==> src/rtl/uart_tx_fifo_if.sv <==
// Byte write port of the buffered UART transmitter: valid/ready handshake
// between the core's peripheral bus stage (master) and the transmitter (slave).
interface uart_tx_fifo_if;
    logic [7:0] wdata_i;
    logic       wvalid_i;
    logic       wready_o;

    modport master (
        output wdata_i,
        output wvalid_i,
        input  wready_o
    );

    modport slave (
        input  wdata_i,
        input  wvalid_i,
        output wready_o
    );
endinterface

==> src/rtl/uart_tx_fifo.sv <==
// Buffered 8N1 UART transmitter: a small FIFO decouples core writes from the
// baud rate, and a four-state FSM serialises bytes LSB first with no idle gap.
module uart_tx_fifo #(
    parameter int CLK_FREQ   = 50_000_000,
    parameter int BAUDRATE   = 115200,
    parameter int FIFO_DEPTH = 16
) (
    input  logic                          clk_i,
    input  logic                          rst_i,
    uart_tx_fifo_if.slave                 wr,
    output logic                          ser_tx_o,
    output logic                          busy_o,
    output logic [$clog2(FIFO_DEPTH):0]   level_o
);

    localparam int CLKS_PER_BIT = CLK_FREQ / BAUDRATE;
    localparam int AW           = $clog2(FIFO_DEPTH);
    localparam int BW           = (CLKS_PER_BIT > 1) ? $clog2(CLKS_PER_BIT) : 1;
    localparam logic [BW-1:0] BAUD_LAST = BW'(CLKS_PER_BIT - 1);
    localparam logic [AW:0]   PTR_ONE   = {{AW{1'b0}}, 1'b1};

    if (CLKS_PER_BIT < 2) begin : g_bad_clks_per_bit
        $error("uart_tx_fifo: CLK_FREQ / BAUDRATE must be at least 2");
    end
    if ((FIFO_DEPTH < 2) || ((FIFO_DEPTH & (FIFO_DEPTH - 1)) != 0)) begin : g_bad_depth
        $error("uart_tx_fifo: FIFO_DEPTH must be a power of two >= 2");
    end

    typedef enum logic [1:0] {
        S_IDLE  = 2'd0,
        S_START = 2'd1,
        S_DATA  = 2'd2,
        S_STOP  = 2'd3
    } state_t;

    state_t         r_state;
    state_t         w_next_state;
    logic [7:0]     r_mem [FIFO_DEPTH];
    logic [AW:0]    r_wptr;
    logic [AW:0]    r_rptr;
    logic [7:0]     r_shift;
    logic [BW-1:0]  r_baud;
    logic [2:0]     r_bit_idx;
    logic           r_tx;
    logic           r_busy;

    logic           w_full;
    logic           w_empty;
    logic           w_push;
    logic           w_pop;
    logic           w_tx;
    logic           w_baud_done;

    // Pointers carry one extra wrap bit so full and empty are distinguishable.
    assign w_empty     = (r_wptr == r_rptr);
    assign w_full      = (r_wptr[AW-1:0] == r_rptr[AW-1:0]) && (r_wptr[AW] != r_rptr[AW]);
    assign w_push      = wr.wvalid_i && !w_full;
    assign w_baud_done = (r_baud == BAUD_LAST);

    assign wr.wready_o = !w_full;
    assign level_o     = r_wptr - r_rptr;
    assign ser_tx_o    = r_tx;
    assign busy_o      = r_busy;

    // FSM state register
    always_ff @(posedge clk_i) begin
        if (rst_i) begin
            r_state <= S_IDLE;
        end else begin
            r_state <= w_next_state;
        end
    end

    // FSM next state, FIFO pop request and line level for the current state
    always_comb begin
        w_next_state = r_state;
        w_pop        = 1'b0;
        w_tx         = 1'b1;
        case (r_state)
            S_IDLE: begin
                w_tx = 1'b1;
                if (!w_empty) begin
                    w_pop        = 1'b1;
                    w_next_state = S_START;
                end else begin
                    w_next_state = S_IDLE;
                end
            end
            S_START: begin
                w_tx = 1'b0;
                if (w_baud_done) begin
                    w_next_state = S_DATA;
                end else begin
                    w_next_state = S_START;
                end
            end
            S_DATA: begin
                w_tx = r_shift[0];
                if (w_baud_done && (r_bit_idx == 3'd7)) begin
                    w_next_state = S_STOP;
                end else begin
                    w_next_state = S_DATA;
                end
            end
            S_STOP: begin
                w_tx = 1'b1;
                if (w_baud_done) begin
                    if (!w_empty) begin
                        w_pop        = 1'b1;
                        w_next_state = S_START;
                    end else begin
                        w_next_state = S_IDLE;
                    end
                end else begin
                    w_next_state = S_STOP;
                end
            end
            default: begin
                w_next_state = S_IDLE;
            end
        endcase
    end

    // FIFO storage, written only on an accepted handshake
    always_ff @(posedge clk_i) begin
        if (w_push) begin
            r_mem[r_wptr[AW-1:0]] <= wr.wdata_i;
        end
    end

    // FIFO pointers; reset discards any queued bytes
    always_ff @(posedge clk_i) begin
        if (rst_i) begin
            r_wptr <= '0;
            r_rptr <= '0;
        end else begin
            if (w_push) begin
                r_wptr <= r_wptr + PTR_ONE;
            end
            if (w_pop) begin
                r_rptr <= r_rptr + PTR_ONE;
            end
        end
    end

    // Shift register, baud and bit counters, registered line and busy flag
    always_ff @(posedge clk_i) begin
        if (rst_i) begin
            r_shift   <= 8'h00;
            r_baud    <= '0;
            r_bit_idx <= 3'd0;
            r_tx      <= 1'b1;
            r_busy    <= 1'b0;
        end else begin
            r_tx   <= w_tx;
            r_busy <= (r_state != S_IDLE) || !w_empty;
            if (w_pop) begin
                r_shift <= r_mem[r_rptr[AW-1:0]];
            end else if ((r_state == S_DATA) && w_baud_done) begin
                r_shift <= {1'b0, r_shift[7:1]};
            end
            // A pop always coincides with IDLE or the last STOP cycle, so the counter restarts at 0.
            if ((r_state == S_IDLE) || w_baud_done) begin
                r_baud <= '0;
            end else begin
                r_baud <= r_baud + {{(BW-1){1'b0}}, 1'b1};
            end
            if (r_state == S_START) begin
                r_bit_idx <= 3'd0;
            end else if ((r_state == S_DATA) && w_baud_done) begin
                r_bit_idx <= r_bit_idx + 3'd1;
            end
        end
    end

endmodule

==> src/flat_wrapper.sv <==
// flat-port wrapper written by rule: the top's interface ports become plain ports
module uart_tx_fifo_flat 
#(
    parameter int CLK_FREQ   = 50_000_000,
    parameter int BAUDRATE   = 115200,
    parameter int FIFO_DEPTH = 16
)
  (clk_i, rst_i, ser_tx_o, busy_o, level_o, wr_wdata_i, wr_wvalid_i, wr_wready_o);
  uart_tx_fifo_if wr_i ();
  input  logic clk_i;
  input  logic rst_i;
  output logic ser_tx_o;
  output logic busy_o;
  output logic [$clog2(FIFO_DEPTH):0] level_o;
  input wire logic [$bits(wr_i.wdata_i)-1:0] wr_wdata_i;
  input wire logic [$bits(wr_i.wvalid_i)-1:0] wr_wvalid_i;
  output wire logic [$bits(wr_i.wready_o)-1:0] wr_wready_o;
  assign wr_i.wdata_i = wr_wdata_i;
  assign wr_i.wvalid_i = wr_wvalid_i;
  assign wr_wready_o = wr_i.wready_o;
  uart_tx_fifo #(.CLK_FREQ(CLK_FREQ), .BAUDRATE(BAUDRATE), .FIFO_DEPTH(FIFO_DEPTH)) u_core (.clk_i(clk_i), .rst_i(rst_i), .wr(wr_i), .ser_tx_o(ser_tx_o), .busy_o(busy_o), .level_o(level_o));
endmodule
==> config.mk <==
export PLATFORM = sky130hd
export DESIGN_NAME = uart_tx_fifo_flat
export DESIGN_NICKNAME = d
export VERILOG_FILES = /design/src/rtl/uart_tx_fifo_if.sv /design/src/rtl/uart_tx_fifo.sv /design/src/flat_wrapper.sv
export SDC_FILE = /design/constraint.sdc
export NUM_CORES = 1
export LEC_CHECK = 0
export BUFFER_PORTS_ARGS = -buffer_cell sky130_fd_sc_hd__clkbuf_2
export CAP_MARGIN = 30
export CORE_UTILIZATION = 45
export CTS_CLUSTER_SIZE = 40
export DETAILED_ROUTE_END_ITERATION = 16
export MAX_ROUTING_LAYER = met4
export SLEW_MARGIN = 10
export SYNTH_ARGS = -nofsm -noshare
export SYNTH_HDL_FRONTEND = slang
export SYNTH_SLANG_ARGS = --single-unit
export TNS_END_PERCENT = 5
==> constraint.sdc <==
create_clock -name clk_i -period 2.4 [get_ports clk_i]
set_input_delay 0.48 -clock clk_i [delete_from_list [all_inputs] [get_ports clk_i]]
set_output_delay 0.48 -clock clk_i [all_outputs]
set_load 0.02 [all_outputs]
==> metrics.txt <==
# TYPE chip_impl_metric gauge
chip_impl_metric{name="worst_ep_required_time",unit="ps"} 1920
chip_impl_info{name="critPathSlowestCell",value="sky130_fd_sc_hd__fa_2"} 1
chip_impl_info{name="crit_path_start_kind",value="register"} 1
chip_impl_metric{name="finalWorstPathRequiredPeriod",unit="ps"} 2390
chip_impl_metric{name="detailed_place.area",unit="um2"} 7320
chip_impl_info{name="criticalPathCategory",value="register to output port"} 1
chip_impl_metric{name="antenna_found_initial",unit=""} 0
chip_impl_metric{name="max_freq",unit="MHz"} 419
chip_impl_info{name="timing.hold.worst.class",value="input port to register"} 1
chip_impl_metric{name="clk_pin_slew_worst_paths",unit="ps"} 60
chip_impl_info{name="cp-end-kind",value="output port"} 1
chip_impl_metric{name="worst_clock_skew",unit="ps"} 8.96
chip_impl_metric{name="via_count_of_the_first_global_routing_pass",unit=""} 3730
chip_impl_metric{name="drt_wl_total",unit="um"} 13500
chip_impl_metric{name="maximum_number_of_pins_on_one_net_before_global_route_repair",unit=""} 27
chip_impl_info{name="dominantRegCellSynth",value="sky130_fd_sc_hd__edfxtp_1"} 1
chip_impl_metric{name="ir_drop",unit="uV"} 550
chip_impl_info{name="violations",value="design-rule violations"} 1
chip_impl_metric{name="globalRouteOverflowTotal",unit=""} 0
chip_impl_metric{name="netlist.area_leader.share",unit=""} 0.559
chip_impl_metric{name="post-route-drc-count",unit=""} 2
chip_impl_metric{name="timing.max_slew.rel_slack",unit=""} 0.661
chip_impl_info{name="crit_path_cell_trace",value="inv_4 -> ha_4 -> fa_2 -> inv_2 -> a21o_1 -> a21oi_2 -> xnor2_1 -> buf_4"} 1
chip_impl_metric{name="worst-path-buf-inv",unit=""} 3
chip_impl_metric{name="max_cap_violations",unit=""} 0
chip_impl_metric{name="htreeDepth",unit=""} 4
chip_impl_metric{name="port_buf_inserts",unit=""} 18
chip_impl_metric{name="drt-vias-per-instance",unit=""} 5.66
chip_impl_info{name="synth_common_cells",value="128 x sky130_fd_sc_hd__edfxtp_1, 38 x sky130_fd_sc_hd__dfxtp_1, 32 x sky130_fd_sc_hd__mux4_2, 31 x sky130_fd_sc_hd__nor2_1, 18 x sky130_fd_sc_hd__ha_1"} 1
chip_impl_info{name="cpLargestDelayFamily",value="adder cells"} 1
chip_impl_metric{name="post-dp-hpwl",unit="um"} 8900
chip_impl_metric{name="die_h",unit="um"} 126
chip_impl_metric{name="synth.distinct_cells",unit=""} 51
chip_impl_metric{name="cts_made_buffers",unit=""} 17
chip_impl_metric{name="insertion_delay",unit="ps"} 420
chip_impl_metric{name="syn_area",unit="um2"} 6880
chip_impl_info{name="ys_top_cells_by_area",value="sky130_fd_sc_hd__edfxtp_1 56%, sky130_fd_sc_hd__dfxtp_1 11%, sky130_fd_sc_hd__mux4_2 10%"} 1
chip_impl_metric{name="seq_area",unit="um2"} 4610
chip_impl_metric{name="power.total",unit="mW"} 7.38
chip_impl_metric{name="vias",unit=""} 3772
chip_impl_metric{name="synth_enable_flop_cells",unit=""} 128
chip_impl_info{name="cts_tree",value="built"} 1
chip_impl_metric{name="drt_first_pass_iters",unit=""} 10
chip_impl_metric{name="static-leakage-power",unit="nW"} 2.63
chip_impl_metric{name="post_route_cells_drive_above_1_share",unit=""} 0.263
chip_impl_metric{name="report.final.slew_viol_count",unit=""} 0
chip_impl_metric{name="final_cell_area",unit="um2"} 7910
chip_impl_metric{name="nNetsFinal",unit=""} 501
chip_impl_info{name="cts.root.buffer_cell",value="sky130_fd_sc_hd__clkbuf_16"} 1
chip_impl_metric{name="synth.ff_latch_count",unit=""} 166
chip_impl_metric{name="fp.dieArea",unit="um2"} 15800
chip_impl_metric{name="multi_input_comb_area",unit="um2"} 2130
chip_impl_metric{name="final_antenna_net_count",unit=""} 0
chip_impl_metric{name="initial_utilization",unit=""} 0.468
chip_impl_metric{name="floorplan.die.width",unit="um"} 126
chip_impl_info{name="most_instantiated_library_cell_after_synthesis",value="sky130_fd_sc_hd__edfxtp_1"} 1
chip_impl_metric{name="timing.final.hold_violations",unit=""} 0
chip_impl_metric{name="clk_path_buf_depth",unit=""} 2
chip_impl_metric{name="postSynthCellCount",unit=""} 424
chip_impl_metric{name="synth-warning-count",unit=""} 0
chip_impl_metric{name="maximum_fanout_along_the_worst_path",unit=""} 2
chip_impl_metric{name="syn_area_per_cell",unit="um2"} 16.2
chip_impl_metric{name="slowest_delay",unit="ps"} 400
chip_impl_metric{name="std_cell_rows",unit=""} 44
chip_impl_metric{name="core_area",unit="um2"} 14700
chip_impl_metric{name="critPathArrivalTime",unit="ps"} 1910
chip_impl_metric{name="wl_per_cell",unit="um"} 20.2
chip_impl_metric{name="boundaryPins",unit=""} 19
chip_impl_metric{name="synth-async-reset-ratio",unit=""} 0
chip_impl_metric{name="finalCritPeriodShare",unit=""} 0.994
chip_impl_metric{name="gp_congestion",unit=""} 0.793
chip_impl_info{name="grt_setup_unrepaired",value="true"} 1
chip_impl_metric{name="synth.net_count",unit=""} 454
chip_impl_info{name="outcome",value="finished with violations"} 1
chip_impl_metric{name="tightest_pin_transition",unit="ps"} 507
chip_impl_metric{name="layout.filler_cells",unit=""} 1179
chip_impl_metric{name="grt_first_pass_wirelength",unit="um"} 21100
chip_impl_metric{name="total_power_density_per_cell_area",unit="nW/um2"} 932
chip_impl_metric{name="areaGrowthSynthToFinish",unit="%"} 15.1
chip_impl_metric{name="drt-initial-drc-count",unit=""} 368
chip_impl_info{name="synth_top_cell_by_area",value="sky130_fd_sc_hd__edfxtp_1"} 1
chip_impl_metric{name="endpoints_failing_setup",unit=""} 0
chip_impl_metric{name="n_antenna_cell",unit=""} 0
chip_impl_metric{name="cts.sink_count",unit=""} 166
chip_impl_metric{name="yosysSeqAreaShare",unit=""} 0.670
chip_impl_metric{name="overall_global_routing_usage",unit=""} 0.190
==> per-stage QoR <==
step                setup TNS [ps]   util  setup slack [ps]  hold slack [ps]  cells
floorplan                    -1290      -             -80.9              445    424
global placement                 0  0.498               255              464    633
detailed placement               0  0.498               174              472    633
CTS                          -9.19  0.535             -9.19              422    666
global route                 -92.7  0.538             -67.7              455    667
finish                           0  0.538              14.3              450    667
==> logic make-up (layout without fill, tap and decap cells) <==
kind of cell	count (synthesis)	count (layout)	synth area share
xor+xnor	16	16	0.0215
buf+inv	37	96	0.0258
fa+ha+maj	19	19	0.0357
mux	41	41	0.118
simple gates	82	82	0.0639
compound gates	63	63	0.0652
flops	166	166	0.670
==> state kept, by name (all words and copies together), names as in the netlist, named ones only <==
name / flops
u_core.r_bit_idx: 3
u_core.ser_tx_o: 1
u_core.r_wptr: 5
u_core.busy_o: 1
u_core.r_baud: 9
u_core.r_shift: 8
u_core.r_mem: 128
u_core.r_rptr: 5
u_core.r_state: 2
==> power breakdown <==
| group | switching, mW | internal, mW | leakage (nW) |
|---|---|---|---|
| combinational | 0.887 | 0.740 | 0.907 |
| sequential | 0.0758 | 3.23 | 1.47 |
| clock | 1.03 | 1.41 | 0.256 |
==> layout by cell type (no fill, tap or decap), drive strengths merged, types with 5 or more instances in the layout <==
| cell | count |
|---|---|
| edfxtp | 128 |
| dfxtp | 38 |
| clkbuf | 37 |
| buf | 33 |
| mux4 | 32 |
| nor2 | 31 |
| ha | 18 |
| inv | 17 |
| a21oi | 14 |
| a22oi | 12 |
| xnor2 | 11 |
| nand3 | 9 |
| nand2 | 8 |
| and4 | 8 |
| nor3 | 8 |
| mux2i | 7 |
| a221oi | 7 |
| a311oi | 7 |
| clkinv | 7 |
| xor2 | 5 |
| o21ai | 5 |
==> layout make-up <==
class,instances,share of cell area
clock inverters,10,0.0104
multi-input cells,221,0.270
repair buffers,49,0.0443
inverters,16,0.00791
flip-flops and latches,166,0.583
clock buffers,21,0.0557
well taps,184,0.0291
==> worst paths after layout <==
path                                 startpoint                           end  slack, ps  cells after the start
setup reg to reg  u_core.r_rptr[3]$_SDFFE_PP0P_  u_core.r_mem[0][7]$_DFFE_PP_        160                      8
hold / removal                            rst_i  u_core.r_state[0]$_SDFF_PP0_        450                      2
setup / recovery  u_core.r_wptr[0]$_SDFFE_PP0P_                    level_o[4]         10                      8
hold reg to reg     u_core.r_baud[0]$_SDFF_PP0_   u_core.r_baud[0]$_SDFF_PP0_        480                      1
==> per-layer routing <==
| metal | global-route usage | wire, um | vias up |
|---|---|---|---|
| met4 | 0.0775 | 203 | 0 |
| met2 | 0.286 | 6530 | 76 |
| li1 | - | - | 1773 |
| met1 | 0.254 | 6250 | 1907 |
| met5 | - | 0 | - |
| met3 | 0.0377 | 470 | 16 |
==> what timing repair did <==
action                                  in CTS  in global routing
hold buffers                                 0                  0
gates resized for setup                      7                  9
buffers inserted                             2                  1
endpoints found under the setup margin       2                  9
pin swaps                                    2                  4
Power figures use the tool's default switching activity.
